===== src/rtl/spi_txn_scheduler_if.sv =====
// Requester and SPI-master side signals of the transaction scheduler.
interface spi_txn_scheduler_if;
  logic [2:0]  req_valid;
  logic [2:0]  req_ready;
  logic [5:0]  req_rw;
  logic [5:0]  req_mode;
  logic [23:0] req_data;
  logic [2:0]  rsp_valid;
  logic [7:0]  rsp_data;
  logic [1:0]  m_cs;
  logic [1:0]  m_rw;
  logic [1:0]  m_mode;
  logic [7:0]  m_data_in;
  logic [7:0]  m_data_out;
  logic        busy;

  // Requesters plus the shift engine's data_out: drives what the scheduler consumes.
  modport master (
    output req_valid, req_rw, req_mode, req_data, m_data_out,
    input  req_ready, rsp_valid, rsp_data, m_cs, m_rw, m_mode, m_data_in, busy
  );

  // The scheduler itself.
  modport slave (
    input  req_valid, req_rw, req_mode, req_data, m_data_out,
    output req_ready, rsp_valid, rsp_data, m_cs, m_rw, m_mode, m_data_in, busy
  );
endinterface


===== src/rtl/spi_txn_scheduler.sv =====
// Round-robin scheduler for three single-byte SPI requesters (CS=1..3).
// Owns the master's CS/RW/MODE/data_in for a fixed bit window, returns the
// captured byte to the owner and keeps CS idle for a guard gap afterwards.
module spi_txn_scheduler #(
  parameter int XFER_CYCLES  = 8,
  parameter int GUARD_CYCLES = 2
) (
  input logic               clk,
  input logic               reset,
  spi_txn_scheduler_if.slave bus
);
  localparam int CMAX = (XFER_CYCLES > GUARD_CYCLES) ? XFER_CYCLES : GUARD_CYCLES;
  localparam int CW   = $clog2(CMAX + 1);
  localparam logic [CW-1:0] XLAST = CW'(XFER_CYCLES - 1);
  localparam logic [CW-1:0] GLAST = CW'(GUARD_CYCLES - 1);

  typedef enum logic [2:0] {IDLE, SETUP, SETUP2, XFER, CAPTURE, GUARD} state_t;

  state_t        state;
  logic [1:0]    rr_ptr, g, rw;
  logic [7:0]    data;
  logic          nul;
  logic [CW-1:0] cnt;
  logic [1:0]    cs_q, rw_q, mode_q;
  logic [7:0]    din_q, rdata_q;
  logic [2:0]    rvld_q;

  logic          hit;
  logic [1:0]    gidx;
  logic [2:0]    grant;
  logic [1:0]    sel_rw, sel_mode;
  logic [7:0]    sel_data;

  // Arbitration: scan rr_ptr+1, rr_ptr+2, rr_ptr; iterate backwards so the earliest wins.
  always_comb begin
    int i;
    hit  = 1'b0;
    gidx = 2'd0;
    for (int k = 2; k >= 0; k--) begin
      i = (int'(rr_ptr) + 1 + k) % 3;
      if (bus.req_valid[i]) begin
        hit  = 1'b1;
        gidx = 2'(i);
      end
    end
    grant    = (state == IDLE && hit) ? (3'b001 << gidx) : 3'b000;
    sel_rw   = bus.req_rw[{gidx, 1'b0} +: 2];
    sel_mode = bus.req_mode[{gidx, 1'b0} +: 2];
    sel_data = bus.req_data[{gidx, 3'b000} +: 8];
  end

  assign bus.req_ready = grant;
  assign bus.busy      = (state != IDLE);
  assign bus.m_cs      = cs_q;
  assign bus.m_rw      = rw_q;
  assign bus.m_mode    = mode_q;
  assign bus.m_data_in = din_q;
  assign bus.rsp_valid = rvld_q;
  assign bus.rsp_data  = rdata_q;

  // Transaction FSM; every output is registered on entry to the state that shows it.
  // mode_q doubles as last_mode: it only changes on SETUP2 entry or reset.
  always_ff @(posedge clk or negedge reset) begin
    if (!reset) begin
      state   <= IDLE;
      rr_ptr  <= 2'd2;
      g       <= 2'd0;
      rw      <= 2'd0;
      data    <= 8'd0;
      nul     <= 1'b0;
      cnt     <= '0;
      cs_q    <= 2'd0;
      rw_q    <= 2'd0;
      mode_q  <= 2'd0;
      din_q   <= 8'd0;
      rdata_q <= 8'd0;
      rvld_q  <= 3'd0;
    end else begin
      case (state)
        IDLE: if (hit) begin
          g      <= gidx;
          rr_ptr <= gidx;
          rw     <= sel_rw;
          data   <= sel_data;
          if (sel_rw == 2'b00) begin
            nul     <= 1'b1;
            rdata_q <= 8'd0;
            state   <= CAPTURE;
          end else begin
            nul <= 1'b0;
            if (sel_mode != mode_q) begin
              mode_q <= sel_mode;
              state  <= SETUP2;
            end else begin
              cs_q  <= gidx + 2'd1;
              rw_q  <= sel_rw;
              din_q <= sel_data;
              state <= SETUP;
            end
          end
        end
        SETUP2: begin
          cs_q  <= g + 2'd1;
          rw_q  <= rw;
          din_q <= data;
          state <= SETUP;
        end
        SETUP: begin
          cnt   <= '0;
          state <= XFER;
        end
        XFER: begin
          if (cnt == XLAST) begin
            rdata_q <= rw[1] ? bus.m_data_out : 8'd0;
            rvld_q  <= 3'b001 << g;
            cs_q    <= 2'd0;
            rw_q    <= 2'd0;
            state   <= CAPTURE;
          end else begin
            cnt <= cnt + 1'b1;
          end
        end
        // Null transactions arrive with no pulse raised yet and spend one extra cycle here.
        CAPTURE: begin
          if (rvld_q == 3'd0) begin
            rvld_q <= 3'b001 << g;
          end else begin
            rvld_q <= 3'd0;
            cnt    <= '0;
            state  <= nul ? IDLE : GUARD;
          end
        end
        GUARD: begin
          if (cnt == GLAST) state <= IDLE;
          else              cnt   <= cnt + 1'b1;
        end
        default: state <= IDLE;
      endcase
    end
  end
endmodule


===== src/flat_wrapper.sv =====
// flat-port wrapper written by rule: the top's interface ports become plain ports
module spi_txn_scheduler_flat 
#(
  parameter int XFER_CYCLES  = 8,
  parameter int GUARD_CYCLES = 2
)
  (clk, reset, bus_req_valid, bus_req_rw, bus_req_mode, bus_req_data, bus_m_data_out, bus_req_ready, bus_rsp_valid, bus_rsp_data, bus_m_cs, bus_m_rw, bus_m_mode, bus_m_data_in, bus_busy);
  spi_txn_scheduler_if bus_i ();
  input logic clk;
  input logic reset;
  input wire logic [$bits(bus_i.req_valid)-1:0] bus_req_valid;
  input wire logic [$bits(bus_i.req_rw)-1:0] bus_req_rw;
  input wire logic [$bits(bus_i.req_mode)-1:0] bus_req_mode;
  input wire logic [$bits(bus_i.req_data)-1:0] bus_req_data;
  input wire logic [$bits(bus_i.m_data_out)-1:0] bus_m_data_out;
  output wire logic [$bits(bus_i.req_ready)-1:0] bus_req_ready;
  output wire logic [$bits(bus_i.rsp_valid)-1:0] bus_rsp_valid;
  output wire logic [$bits(bus_i.rsp_data)-1:0] bus_rsp_data;
  output wire logic [$bits(bus_i.m_cs)-1:0] bus_m_cs;
  output wire logic [$bits(bus_i.m_rw)-1:0] bus_m_rw;
  output wire logic [$bits(bus_i.m_mode)-1:0] bus_m_mode;
  output wire logic [$bits(bus_i.m_data_in)-1:0] bus_m_data_in;
  output wire logic [$bits(bus_i.busy)-1:0] bus_busy;
  assign bus_i.req_valid = bus_req_valid;
  assign bus_i.req_rw = bus_req_rw;
  assign bus_i.req_mode = bus_req_mode;
  assign bus_i.req_data = bus_req_data;
  assign bus_i.m_data_out = bus_m_data_out;
  assign bus_req_ready = bus_i.req_ready;
  assign bus_rsp_valid = bus_i.rsp_valid;
  assign bus_rsp_data = bus_i.rsp_data;
  assign bus_m_cs = bus_i.m_cs;
  assign bus_m_rw = bus_i.m_rw;
  assign bus_m_mode = bus_i.m_mode;
  assign bus_m_data_in = bus_i.m_data_in;
  assign bus_busy = bus_i.busy;
  spi_txn_scheduler #(.XFER_CYCLES(XFER_CYCLES), .GUARD_CYCLES(GUARD_CYCLES)) u_core (.clk(clk), .reset(reset), .bus(bus_i));
endmodule

===== config.mk =====
export PLATFORM = sky130hd
export DESIGN_NAME = spi_txn_scheduler_flat
export DESIGN_NICKNAME = d
export VERILOG_FILES = /design/src/rtl/spi_txn_scheduler_if.sv /design/src/rtl/spi_txn_scheduler.sv /design/src/flat_wrapper.sv
export SDC_FILE = /design/constraint.sdc
export NUM_CORES = 1
export LEC_CHECK = 0
export ABC_AREA = 1
export CAP_MARGIN = 30
export CORE_MARGIN = 5
export CORE_UTILIZATION = 53
export DETAILED_ROUTE_END_ITERATION = 6
export PLACE_DENSITY = 0.86
export SLEW_MARGIN = 10
export SYNTH_ARGS = -nofsm -noshare
export SYNTH_HDL_FRONTEND = slang
export SYNTH_SLANG_ARGS = --single-unit

===== constraint.sdc =====
create_clock -name clk -period 4.6 [get_ports clk]
set_input_delay 0.92 -clock clk [delete_from_list [all_inputs] [get_ports clk]]
set_output_delay 0.92 -clock clk [all_outputs]
set_load 0.05 [all_outputs]

## Word-level counts from Yosys, hierarchy flattened

Index checks and enable logic that the tools add are counted.

| storage, ports and cells | value |
|---|---|
| bits in registers | 47 |
| latch bits | 0 |
| memory bits (writable) | 0 |
| bits in read-only memories | 0 |
| input port bits | 49 |
| output and inout bits | 29 |
| word-level logic and storage cells | 116 |
| memories kept | 0 |

| cells by class | value |
|---|---|
| add/subtract/negate cells | 6 |
| multiply operators | 0 |
| divide/modulo/power cells | 3 |
| $lt $le $gt $ge | 3 |
| equal/unequal tests | 17 |
| shifts and indexed selects | 5 |
| multiplexer cells | 50 |
| bitwise operators | 1 |
| reductions and logical operators | 18 |

Operators with widths:

| kind | count |
|---|---|
| 32-bit by 4-bit < comparator with 1-bit output, second input constant | 3 |
| 32-bit by 3-bit modulo with 32-bit output, second input constant | 3 |
| 8-bit two-way mux | 7 |
| 32-bit by 2-bit adder with 32-bit output, second input constant | 1 |
| 8-bit case mux with 2 select lines | 2 |
| 3-bit two-way mux | 9 |
| 24-bit by 6-bit indexed part select with 8-bit output | 1 |
| 2-bit two-way mux | 11 |
| 4-bit AND reduction | 5 |
| 3-bit case mux with 6 select lines | 1 |
| 4-bit case mux with 4 select lines | 1 |
| 4-bit two-way mux | 3 |
| 2-bit != test, second input constant | 6 |
| 2-bit case mux with 3 select lines | 2 |
| 6-bit by 4-bit indexed part select with 2-bit output | 2 |
| 1-bit two-way mux | 10 |
| 1-bit binary-select mux with 2-bit select | 3 |
| 3-bit by 2-bit == test with 1-bit output, second input constant | 2 |
| 3-bit == test, second input constant | 2 |
| 3-bit zero test | 2 |
| 2-bit by 1-bit != test with 1-bit output, second input constant | 3 |
| 3-bit case mux with 2 select lines | 1 |
| 2-bit nonzero test | 3 |
| 3-bit nonzero test | 2 |
| other kinds (15) | 18 |

## Depth between registers and ports, before layout

| logic depth | value |
|---|---|
| depth in word-level cells | 15 |
| gate-level depth with buffers | 21 |
| depth with buffers taken out | 20 |

## Worst setup path before layout

No wires, ideal clock.

| timing | value |
|---|---|
| path kind | input -> output |
| from | in bus_req_valid[2] |
| to | out bus_req_ready[0] |
| data arrival time | 2.786 ns |
| slack | 0.894 ns |
| stages on the path | 10 |
| buffers on the path | 2 |
| cells stage by stage | inv_2 o21ai_0 nand2_1 nand2_1 inv_2 nand2_4 nand2_8 buf_6 buf_6 nor3_1 |

| on the way | value |
|---|---|
| longest elaborated chain between the ends | 8 |
| elaborated cells between the ends (all ways) | 18 |

Ends and longest elaborated chain:

| element | line | source |
|---|---|---|
| from (decl) | flat_wrapper.sv:11 | `input wire logic [$bits(bus_i.req_valid)-1:0] bus_req_valid;` |
| 1-bit binary-select mux with 2-bit select | spi_txn_scheduler.sv:41 | `if (bus.req_valid[i]) begin` |
| 1-bit two-way mux (implied by the code) (2 in series) | spi_txn_scheduler.sv:41 |  |
| 2-bit two-way mux / 1-bit two-way mux (equally long branches) (3 in series) | spi_txn_scheduler.sv:41 |  |
| 1-bit by 2-bit << shifter with 3-bit output / 1-bit logical AND (equally long branches) | spi_txn_scheduler.sv:46 | `grant = (state == IDLE && hit) ? (3'b001 << gidx) : 3'b000;` |
| 3-bit two-way mux * | spi_txn_scheduler.sv:46 |  |
| to (decl) | flat_wrapper.sv:16 | `output wire logic [$bits(bus_i.req_ready)-1:0] bus_req_ready;` |

Every way passes the cells marked *; elsewhere a longest branch is shown, timed or not. The select of a mux whose other input is x is not followed.

## Final worst setup path

| timing | value |
|---|---|
| from | in bus_req_valid[1] |
| to | out bus_req_ready[0] |

The elaborated chain is that of the path after synthesis.

==> metrics.txt <==
Relative slew margins 59.7%; most used cell, CP nand2_1; Critical-path top delay cell clkdlybuf4s50_1; Design Area, Final 3970 um2; count of final setup violators 0; via count 2924; EDFF count, synth 0; FP Rows 27; DP Area 3860 um2; CP arrival 3.29 ns; min Tclk post-route 4.21 ns; Routed Antenna Nets 0; grt total ovfl 0; worst min path class flip-flop to flip-flop; VDD IR-drop max 581 uV; max capacitance violation total 0; RSZ-0062 raised after global routing false; filler cell count 446; drt total wl 7.47 mm; post-CTS sizing 0; Iter 0 DRT Violations 140; Worst R2R End u_core.bus.rsp_data[5]$_DFFE_PN0P_; Die X-Extent 85.9 um; # nets final 545; TritonCTS clock tree yes; post-CTS setup buffers 0; R2R Setup Slk 1.57 ns; syn nets 469; YS warnings 0; Power Dens Cells 854 nW/um2; period utilization 91.5%; routed wire length per instance 13.3 um; register bit count reported by yosys 46; worst r2r src u_core.g[0]$_DFFE_PN0P_; commonest non-fill, non-tap cell in the layout nand2_1; status complete, no violations; crit start category input port; final hold vios 0; slowest stage delay, CP 0.85 ns; Setup crit end kind primary output; gpl congestion 0.894; slack of the critical path 0.393 ns; first-pass detailed-route iteration total 4; Die Area 7390 um2; fin util 71.7%; cells after synthesis 414; Main synth FF type dfrtp_1; hold-critical path endpoint u_core.bus.m_data_in[0]$_DFFE_PN0P_; CTS buffer count 5; cells along the critical path clkdlybuf4s50_1 -> nand2_1 -> nand2_1 -> nand2_1 -> o21ai_1 -> nand2_1 -> nand2_4 -> inv_1 -> nor3_1 -> clkdlybuf4s50_1; register area share after synthesis 37.7%; synth unique cells 36; mapped cell area 3060 um2; H-tree levels 2; CP Max Fanout 13; Post-synth ARST share 100%; antenna cells 0; largest net degree at the start of global routing 34; Final Max Slew Viols 0; hold_buf cts 0; CTS root buf clkbuf_8; initial antenna violation count 0; pin slew with the least headroom to its limit 0.598 ns; area grow syn2layout 30.0%; I/O Pins 78; most frequent cells in the layout 119 x nand2_1, 74 x clkdlybuf4s50_1, 52 x inv_1, 45 x dfrtp_1, 43 x o21ai_0; via/cell ratio 5.19; post-route insts no fill 563; share of post-route cells with drive strength above 1 12.8%; placed cell count 555; Clock Latency Late Sink 0.30 ns; Total GRT Usage 21.0%; Reg2Reg Depth 19; overall die height 85.9 um; Post-DP HPWL 5.80 mm; DRC 0; clock skew 0.00638 ns; hold path start u_core.bus.m_data_in[0]$_DFFE_PN0P_; setup TNS 0 ns; worst hold stages 2; Syn Area/Cell 7.38 um2; clk sinks 46; I/O Buffers 77; Fmax 238 MHz; clock edge transition at the registers on the reported setup and hold paths 0.09 ns; global-route wire length before repair 12.7 mm; Starting Density 55.2%; Worst EP required 3.68 ns; core area 5540 um2; Max clock buf depth 2; area taken by multi-input logic gates 1610 um2; Leakage 0.00189 uW; register area 1150 um2; number of global-route vias before repair 2920; DP Worst Slack 0.405 ns; Crit Path Category input port to primary output
final cells by class:
cell class | count | share of cell area, %
Inverter | 57 | 5.45
Clock buffer | 5 | 1.73
Multi-Input combinational cell | 301 | 40.6
Tap cell | 72 | 2.27
Timing Repair Buffer | 79 | 19.8
Sequential cell | 46 | 29.0
Clock inverter | 3 | 1.13
layer usage:
layer  wire, um  global-route usage, %
met5          0                      0
met3        360                   4.80
met2       3850                   37.1
met4        139                   6.62
met1       3110                   25.1
stage by stage:
step	total power [uW]	hold slack (ns)
6_report	3390	0.476
3_3_place_gp	3010	0.456
3_5_place_dp	3080	0.461
5_1_grt	3700	0.504
4_1_cts	3400	0.483
2_1_floorplan	2550	0.453
cells by family (layout without fill, tap and decap cells):
| family | Yosys count | after routing | share of synthesized area (%) |
|---|---|---|---|
| AOI/OAI and AO/OA | 72 | 72 | 13.3 |
| xor gates and xnor gates | 1 | 1 | 0.287 |
| adders and majority gates | 6 | 6 | 2.46 |
| buffers and inverters | 67 | 144 | 9.58 |
| DFF | 46 | 46 | 37.7 |
| and+or+nand+nor | 222 | 222 | 36.7 |
state kept, by name, indices dropped and copies added (netlist names), 2 cells and up:
signal and flops:
u_core.bus.m_data_in 8, u_core.bus.rsp_data 8, u_core.data 8, u_core.cnt 4, u_core.bus.rsp_valid 3, u_core.state 3
u_core.bus.m_cs 2, u_core.bus.m_mode 2, u_core.bus.m_rw 2, u_core.g 2, u_core.rw 2
worst max-delay path, delay by kind of cell:
family          cells  cell delay, ns
compound gates      1            0.08
buf+inv             3            1.59
simple gates        6            0.70
power by group:
part           internal, uW  switching [uW]  total [uW]
sequential              587             109         696
combinational           764            1630        2400
clock                   162             138         300
total                  1510            1880        3390
how the worst max path moves through the flow:
stage                           startpoint          endpoint  slack [ns]  depth (start not counted)
after floorplan           bus_req_valid[2]  bus_req_ready[0]        0.89                         10
after global placement    bus_req_valid[1]  bus_req_ready[0]        0.49                          8
after detailed placement  bus_req_valid[1]  bus_req_ready[0]        0.41                          8
after CTS                 bus_req_valid[1]  bus_req_ready[0]        0.41                          8
after global routing      bus_req_valid[1]  bus_req_ready[0]        0.20                          8
final                     bus_req_valid[1]  bus_req_ready[0]        0.39                         10
synth_stat cells (2+ instances only):
cell	count	area share (%)
nand3_2	6	2.0
o21ai_2	9	2.6
nor2_1	21	2.6
ha_1	6	2.5
nand3b_1	2	0.49
nand2_2	13	2.7
nor2_4	2	0.74
inv_1	52	6.4
dfrtp_1	45	37
nand4_1	8	1.6
inv_2	4	0.49
o21ai_1	10	1.6
nand2_8	2	1.3
o22ai_1	2	0.41
buf_6	5	1.8
o21ai_0	43	7.0
nand3_1	28	4.6
a21oi_1	5	0.82
clkbuf_1	4	0.49
nand2_1	119	15
nor3_1	8	1.3
nand2_4	6	2.2
(Power assumes the default switching activity.)
